==> src/rtl/axi_single_beat_bridge.sv <==
// axi_single_beat_bridge
// Turns the uncache unit's one-word req/accept/fin handshake into a single-beat
// AXI4 read or write. One transaction is in flight at a time; every
// handshake-related output comes straight from a register.

module axi_single_beat_bridge #(
    parameter int            ID_W   = 4,
    parameter logic [ID_W-1:0] AXI_ID = 4'd0
) (
    input  logic            clk,
    input  logic            rst,
    // requester side
    input  logic            req_en,
    input  logic [3:0]      req_wsel,
    input  logic [31:0]     req_addr,
    input  logic [31:0]     req_wdata,
    output logic            accept,
    output logic            fin,
    output logic [31:0]     rdata,
    output logic            resp_err,
    // AR channel
    output logic [ID_W-1:0] arid,
    output logic [31:0]     araddr,
    output logic [7:0]      arlen,
    output logic [2:0]      arsize,
    output logic [1:0]      arburst,
    output logic            arvalid,
    input  logic            arready,
    // R channel
    input  logic [ID_W-1:0] rid,
    input  logic [31:0]     rdata_axi,
    input  logic [1:0]      rresp,
    input  logic            rlast,
    input  logic            rvalid,
    output logic            rready,
    // AW channel
    output logic [ID_W-1:0] awid,
    output logic [31:0]     awaddr,
    output logic [7:0]      awlen,
    output logic [2:0]      awsize,
    output logic [1:0]      awburst,
    output logic            awvalid,
    input  logic            awready,
    // W channel
    output logic [31:0]     wdata,
    output logic [3:0]      wstrb,
    output logic            wlast,
    output logic            wvalid,
    input  logic            wready,
    // B channel
    input  logic [ID_W-1:0] bid,
    input  logic [1:0]      bresp,
    input  logic            bvalid,
    output logic            bready
);

    typedef enum logic [2:0] {
        ST_IDLE    = 3'd0,
        ST_RD_ADDR = 3'd1,
        ST_RD_DATA = 3'd2,
        ST_WR_REQ  = 3'd3,
        ST_WR_RESP = 3'd4,
        ST_DONE    = 3'd5
    } state_t;

    state_t      r_state;
    logic        r_accept;
    logic        r_fin;
    logic        r_resp_err;
    logic [31:0] r_rdata;
    logic [31:0] r_araddr;
    logic        r_arvalid;
    logic        r_rready;
    logic [31:0] r_awaddr;
    logic        r_awvalid;
    logic [31:0] r_wdata;
    logic [3:0]  r_wstrb;
    logic        r_wvalid;
    logic        r_bready;

    // A write channel counts as finished once its valid has dropped or its
    // handshake completes in the current cycle, so AW and W may end in any order.
    logic w_aw_ok;
    logic w_w_ok;
    logic w_unused;

    assign w_aw_ok  = (!r_awvalid) || awready;
    assign w_w_ok   = (!r_wvalid) || wready;
    // ID and last fields are deliberately not checked on responses.
    assign w_unused = ^{rid, rlast, bid};

    // Main control FSM; owns every registered output of the bridge.
    always_ff @(posedge clk) begin
        if (rst) begin
            r_state    <= ST_IDLE;
            r_accept   <= 1'b0;
            r_fin      <= 1'b0;
            r_resp_err <= 1'b0;
            r_rdata    <= 32'd0;
            r_araddr   <= 32'd0;
            r_arvalid  <= 1'b0;
            r_rready   <= 1'b0;
            r_awaddr   <= 32'd0;
            r_awvalid  <= 1'b0;
            r_wdata    <= 32'd0;
            r_wstrb    <= 4'd0;
            r_wvalid   <= 1'b0;
            r_bready   <= 1'b0;
        end else begin
            r_accept <= 1'b0;
            case (r_state)
                ST_IDLE: begin
                    if (req_en) begin
                        r_accept <= 1'b1;
                        if (req_wsel == 4'b0000) begin
                            r_araddr  <= req_addr;
                            r_arvalid <= 1'b1;
                            r_state   <= ST_RD_ADDR;
                        end else begin
                            r_awaddr  <= req_addr;
                            r_wdata   <= req_wdata;
                            r_wstrb   <= req_wsel;
                            r_awvalid <= 1'b1;
                            r_wvalid  <= 1'b1;
                            r_state   <= ST_WR_REQ;
                        end
                    end else begin
                        r_state <= ST_IDLE;
                    end
                end
                ST_RD_ADDR: begin
                    if (arready) begin
                        r_arvalid <= 1'b0;
                        r_rready  <= 1'b1;
                        r_state   <= ST_RD_DATA;
                    end else begin
                        r_state <= ST_RD_ADDR;
                    end
                end
                ST_RD_DATA: begin
                    if (rvalid && r_rready) begin
                        r_rdata    <= rdata_axi;
                        r_rready   <= 1'b0;
                        r_fin      <= 1'b1;
                        r_resp_err <= (rresp != 2'b00);
                        r_state    <= ST_DONE;
                    end else begin
                        r_state <= ST_RD_DATA;
                    end
                end
                ST_WR_REQ: begin
                    if (r_awvalid && awready) begin
                        r_awvalid <= 1'b0;
                    end else begin
                        r_awvalid <= r_awvalid;
                    end
                    if (r_wvalid && wready) begin
                        r_wvalid <= 1'b0;
                    end else begin
                        r_wvalid <= r_wvalid;
                    end
                    if (w_aw_ok && w_w_ok) begin
                        r_bready <= 1'b1;
                        r_state  <= ST_WR_RESP;
                    end else begin
                        r_state <= ST_WR_REQ;
                    end
                end
                ST_WR_RESP: begin
                    if (bvalid && r_bready) begin
                        r_bready   <= 1'b0;
                        r_fin      <= 1'b1;
                        r_resp_err <= (bresp != 2'b00);
                        r_state    <= ST_DONE;
                    end else begin
                        r_state <= ST_WR_RESP;
                    end
                end
                ST_DONE: begin
                    r_fin      <= 1'b0;
                    r_resp_err <= 1'b0;
                    r_state    <= ST_IDLE;
                end
                default: begin
                    r_state <= ST_IDLE;
                end
            endcase
        end
    end

    assign accept   = r_accept;
    assign fin      = r_fin;
    assign rdata    = r_rdata;
    assign resp_err = r_resp_err;

    assign arid     = AXI_ID;
    assign araddr   = r_araddr;
    assign arlen    = 8'd0;
    assign arsize   = 3'b010;
    assign arburst  = 2'b01;
    assign arvalid  = r_arvalid;
    assign rready   = r_rready;

    assign awid     = AXI_ID;
    assign awaddr   = r_awaddr;
    assign awlen    = 8'd0;
    assign awsize   = 3'b010;
    assign awburst  = 2'b01;
    assign awvalid  = r_awvalid;

    assign wdata    = r_wdata;
    assign wstrb    = r_wstrb;
    assign wlast    = 1'b1;
    assign wvalid   = r_wvalid;
    assign bready   = r_bready;

endmodule

==> config.mk <==
export PLATFORM = sky130hd
export DESIGN_NAME = axi_single_beat_bridge
export DESIGN_NICKNAME = d
export VERILOG_FILES = /design/src/rtl/axi_single_beat_bridge.sv
export SDC_FILE = /design/constraint.sdc
export NUM_CORES = 1
export LEC_CHECK = 0
export ABC_AREA = 1
export CORE_MARGIN = 2
export CORE_UTILIZATION = 42
export DETAILED_ROUTE_END_ITERATION = 6
export PLACE_DENSITY = 0.86
export SYNTH_ARGS = -nofsm -noshare
export SYNTH_HDL_FRONTEND = slang
export SYNTH_SLANG_ARGS = --single-unit
==> constraint.sdc <==
create_clock -name clk -period 2.1 [get_ports clk]
set_input_delay 0.42 -clock clk [delete_from_list [all_inputs] [get_ports clk]]
set_output_delay 0.42 -clock clk [all_outputs]
set_load 0.1 [all_outputs]
* Yosys cells after proc, flatten, opt, wreduce, memory -nomap -nowiden
Cells that the tools add are included.
Storage, ports and cells: bits in registers 143, latch bits 0, RAM bits 0, ROM bits 0, input bits 121, output and inout port bits 175, logic and storage cells 88, memories 0
Operators by class: add/sub/neg operators 0, $mul 0, div/mod/pow operators 0, $lt $le $gt $ge 0, equality and inequality tests 14, shift-type cells 0, muxes and demuxes 30, bitwise gates (word level) 2, reductions and logical operators 28
Operators with widths (count):
- $ne A2 B2 Y1 const B | 9
- $mux W1 | 17
- $pmux W3 S5 | 1
- $reduce_and A3 Y1 | 5
- $reduce_and A4 Y1 | 3
- $reduce_bool A2 Y1 | 6
- $pmux W1 S2 | 5
- $mux W3 | 3
- $eq A3 B2 Y1 const B | 2
- $eq A3 B3 Y1 const B | 2
- $pmux W1 S3 | 2
- $logic_and A1 B1 Y1 | 5
- $logic_not A4 Y1 | 1
- $mux W2 | 2
- $eq A3 B1 Y1 const B | 1
- $logic_not A3 Y1 | 1
- $reduce_bool A3 Y1 | 1
- $logic_not A1 Y1 | 2
- $logic_or A1 B1 Y1 | 2
- $not A1 Y1 | 2
- $reduce_and A2 Y1 | 1
- $reduce_or A2 Y1 | 1

* Depth between registers and ports, before layout
depth in word-level cells 5, mapped depth 9

* Worst setup path after synthesis
OpenSTA, ideal clock, no wires.
path type register to register, from register r_rready (netlist: rready), to register r_rdata[16] (netlist: rdata[16]), library setup time 0.071 ns, data arrival time 1.774 ns, data required time 2.029 ns, setup slack 0.255 ns, cell stages (with the launch flop) 6, path buffers 1, clock period less this slack 1.845 ns, cell sequence dfxtp_1 nand4_4 inv_1 buf_6 nand2_1 a21oi_1
Between the ends: word-level cells in the longest chain between the ends 2
Ends and longest elaborated chain:
- start: declaration | line 73 | logic r_rready;
- start signal: assignment | line 102 | r_rready <= 1'b0;
- start signal: assignment | line 134 | r_rready <= 1'b1;
- start signal: assignment | line 143 | r_rready <= 1'b0;
- $logic_and A1 B1 Y1 | line 141 | if (rvalid && r_rready) begin
- $reduce_and A2 Y1 (no line)
- end signal: assignment | line 142 | r_rdata <= rdata_axi;
- end: declaration | line 70 | logic [31:0] r_rdata;
Every way passes these cells. A chain may end at the register's enable or synchronous reset.

* Final worst setup path
from register r_rready (netlist: rready), to output rready
RTL lines:
- end: declaration | line 35 | output logic rready,
No word-level cell between the ends.

==> flow_summary.toml <==
[run_status]
outcome = "finished clean"

[drt]
routed_wl_mm = 15.4
dr.pass1.iters = 4
drtIter0Drc = 271
dr_total_vias = 5212
wl_per_cell_um = 13.7
vias_per_cell = 4.65
drc_errors = 0
ant_nets = 0

[pwr]
ir_drop_mv = 0.886
leakagePower_nw = 3.79
p_int_mw = 5.53
p_sw_share_pct = 39.0
combPwrFrac_pct = 32.5
switching_power_mw = 3.54
power_density_nw_per_um2 = 1110
p_seq_share_pct = 33.7
power.share.clock_pct = 33.8

[setup_path]
reg2reg_depth = 8
crit_end = "rready"
r2r-end = "awaddr[25]$_SDFFE_PP0P_"
cp.buffers_inverters = 1
start_kind = "register"
r2r_slack_ns = 0.64
crit_type = "reg -> out"
crit_family = "flip-flops"
cp.depth = 1
crit_path_max_incr_delay_ns = 0.42
startpoint = "rready$_SDFFE_PP0P_"
cp_slowest_cell = "dfxtp_1"
cp.required_ns = 1.68
reg2reg_from = "r_state[0]$_SDFF_PP0_"
path_cells = "buf_4"
critPathCaptureType = "output pin"
cp.arrival_ns = 1.16
worstPathMaxFanout = 4

[clock_tree]
htreeDepth = 4
hold_buffers = 0
cts_resized = 0
clockBufferDepth = 2
cts_tree = "built"
clkLatencyLatePin_ns = 0.41
root_buffer = "clkbuf_16"
cts.sinks = 143
path_clk_slew_ns = 0.06
cts_made_buffers = 17
cts_setup_buffers = 0

[place]
port_buffers = 251
dpl_worst_slack_ns = 0.138
dpl.hpwl_mm = 10.8
dp.cells = 1090
place.gp.congestion = 0.813

[logic_synthesis]
seq_area_frac_synth_pct = 52.5
yosysTopAreaCell = "dfxtp_1"
ys.flop_type = "dfxtp_1"
syn_area_per_cell_um2 = 7.86
syn-cell-area_um2 = 5450
synthCells = 693
synth_most_common_cell = "nor2_1"
yosys-top-cells-count = "203 x nor2_1, 143 x dfxtp_1, 91 x nand2_1"
synth_area_leaders = "dfxtp_1 53%, nor2_1 14%, nand2_1 6.3%"
ys_async_sr_fraction_pct = 0
yosys_warnings = 0
synth-edff-count = 0
synthDistinctLibCells = 25
synth_top_area_share_pct = 52.5
ys_seq_elements = 143

[floorplanning]
core-area_um2 = 12600
die_h_um = 118
ioPinCount = 296
rows = 41
initial_utilization_pct = 43.2
die_area_um2 = 13900
die_width_um = 118

[sta]
fin_skew_ns = 0.00810
min_period_over_period_pct = 75.3
period_minus_slack_ns = 1.58
finalSetupTns_ns = 0
fmaxAchievable_mhz = 633
setup_violations = 0
worst_slack_ns = 0.519
timing.hold.ws_ns = 0.464
slew_violations = 0
rsz0062_at_grt = "false"
finalHoldViolCount = 0

[final_layout]
n_fill_cell = 1076
layout-drive-gt1-share_pct = 21.0
area_growth_syn_to_layout_pct = 50.6
nNetsFinal = 1058
fin_cells = 1121
n_antenna_cell = 0

[run]
drv_cap = 0

[global_route]
gr-total-overflow = 0
antenna_found_initial = 0
grtUsageTotal_pct = 22.0
grt_pass1_vias = 4918
grt_start_max_net_pins = 47
grt_pass1_wl_mm = 24.6

[hold_path]
hp-class = "reg -> reg"
-- power groups by stage --
stage	clock network (mW)	registers (mW)	logic, mW
finish	3.06	3.06	2.95
CTS	3.11	3.06	2.96
detailed placement	0	3.11	2.96
global placement	0	3.10	2.94
global route	3.26	3.08	3.07
floorplan	0	4.61	0.801
-- metal layers --
| metal | track usage (%) | wire length [um] | share of wire, % | vias up |
|---|---|---|---|---|
| met5 | 0 | 0 | 0 | - |
| met4 | 7.98 | 302 | 2.0 | 0 |
| met3 | 6.83 | 933 | 6.1 | 23 |
| met2 | 37.7 | 7590 | 49 | 197 |
| met1 | 25.8 | 6550 | 43 | 2366 |
| li1 | - | - | - | 2626 |
-- through the flow --
step | instance area [um2] | power, mW | util (%)
after floorplan | 5570 | 5.41 | -
after global placement | 7600 | 6.04 | 60.2
after detailed placement | 7600 | 6.07 | 60.2
after CTS | 8210 | 9.13 | 65.0
after global routing | 8210 | 9.42 | 65.0
final | 8210 | 9.07 | 65.0
-- sequential cells by signal, indices dropped and copies added, names as in the netlist, 3 cells and up --
| name | cells |
|---|---|
| araddr | 32 |
| awaddr | 32 |
| r_state | 3 |
| rdata | 32 |
| wdata | 32 |
| wstrb | 4 |
-- logic make-up (layout without fill, tap and decap cells) --
group           count (synthesis)  count (layout)  synth area share [%]
simple gates                  313             313                  23.1
compound gates                143             143                  13.2
flops                         143             143                  52.5
buf+inv                        92             315                  11.1
other cells                     2              35                 0.138
-- cell usage in the layout, fill, tap and decap left out --
cell / instances
nor2_8: 1
nand4_4: 1
buf_4: 152
nor2_1: 203
nand3_1: 9
a21oi_1: 39
clkbuf_8: 3
dfxtp_1: 143
clkinv_4: 1
o21ai_0: 45
clkinv_2: 3
clkbuf_1: 1
conb_1: 35
bufinv_16: 3
nand2_2: 1
buf_12: 5
nand4_1: 1
nor3_1: 2
clkinvlp_4: 3
inv_4: 1
o21ai_1: 58
nand2_1: 91
inv_2: 4
inv_1: 11
o21bai_1: 1
nor2_4: 2
nand2_4: 2
clkbuf_16: 17
clkdlybuf4s50_1: 111
-- area by class of cell --
| class | instances | area (um2) | share of cell area [%] |
|---|---|---|---|
| sequential | 143 | 2860 | 34.9 |
| timing repair buffer | 268 | 2350 | 28.7 |
| multi-input combinational | 491 | 2110 | 25.7 |
| clock buffer | 21 | 470 | 5.73 |
| tap | 172 | 215 | 2.62 |
| clock inverter | 10 | 136 | 1.66 |
| inverter | 16 | 62.6 | 0.762 |
-- worst min path at each step --
stage               slack [ns]                    from                      to  depth (start not counted)
floorplan                 0.52             req_wsel[0]   wstrb[0]$_SDFFE_PP0P_                          2
global placement          0.45        fin$_SDFFE_PP0P_        fin$_SDFFE_PP0P_                          2
detailed placement        0.46  rdata[14]$_SDFFE_PP0P_  rdata[14]$_SDFFE_PP0P_                          2
CTS                       0.47  rdata[14]$_SDFFE_PP0P_  rdata[14]$_SDFFE_PP0P_                          2
global route              0.49   rdata[8]$_SDFFE_PP0P_   rdata[8]$_SDFFE_PP0P_                          2
finish                    0.46  rdata[14]$_SDFFE_PP0P_  rdata[14]$_SDFFE_PP0P_                          2
No activity file was read; power rests on OpenSTA's default activity.
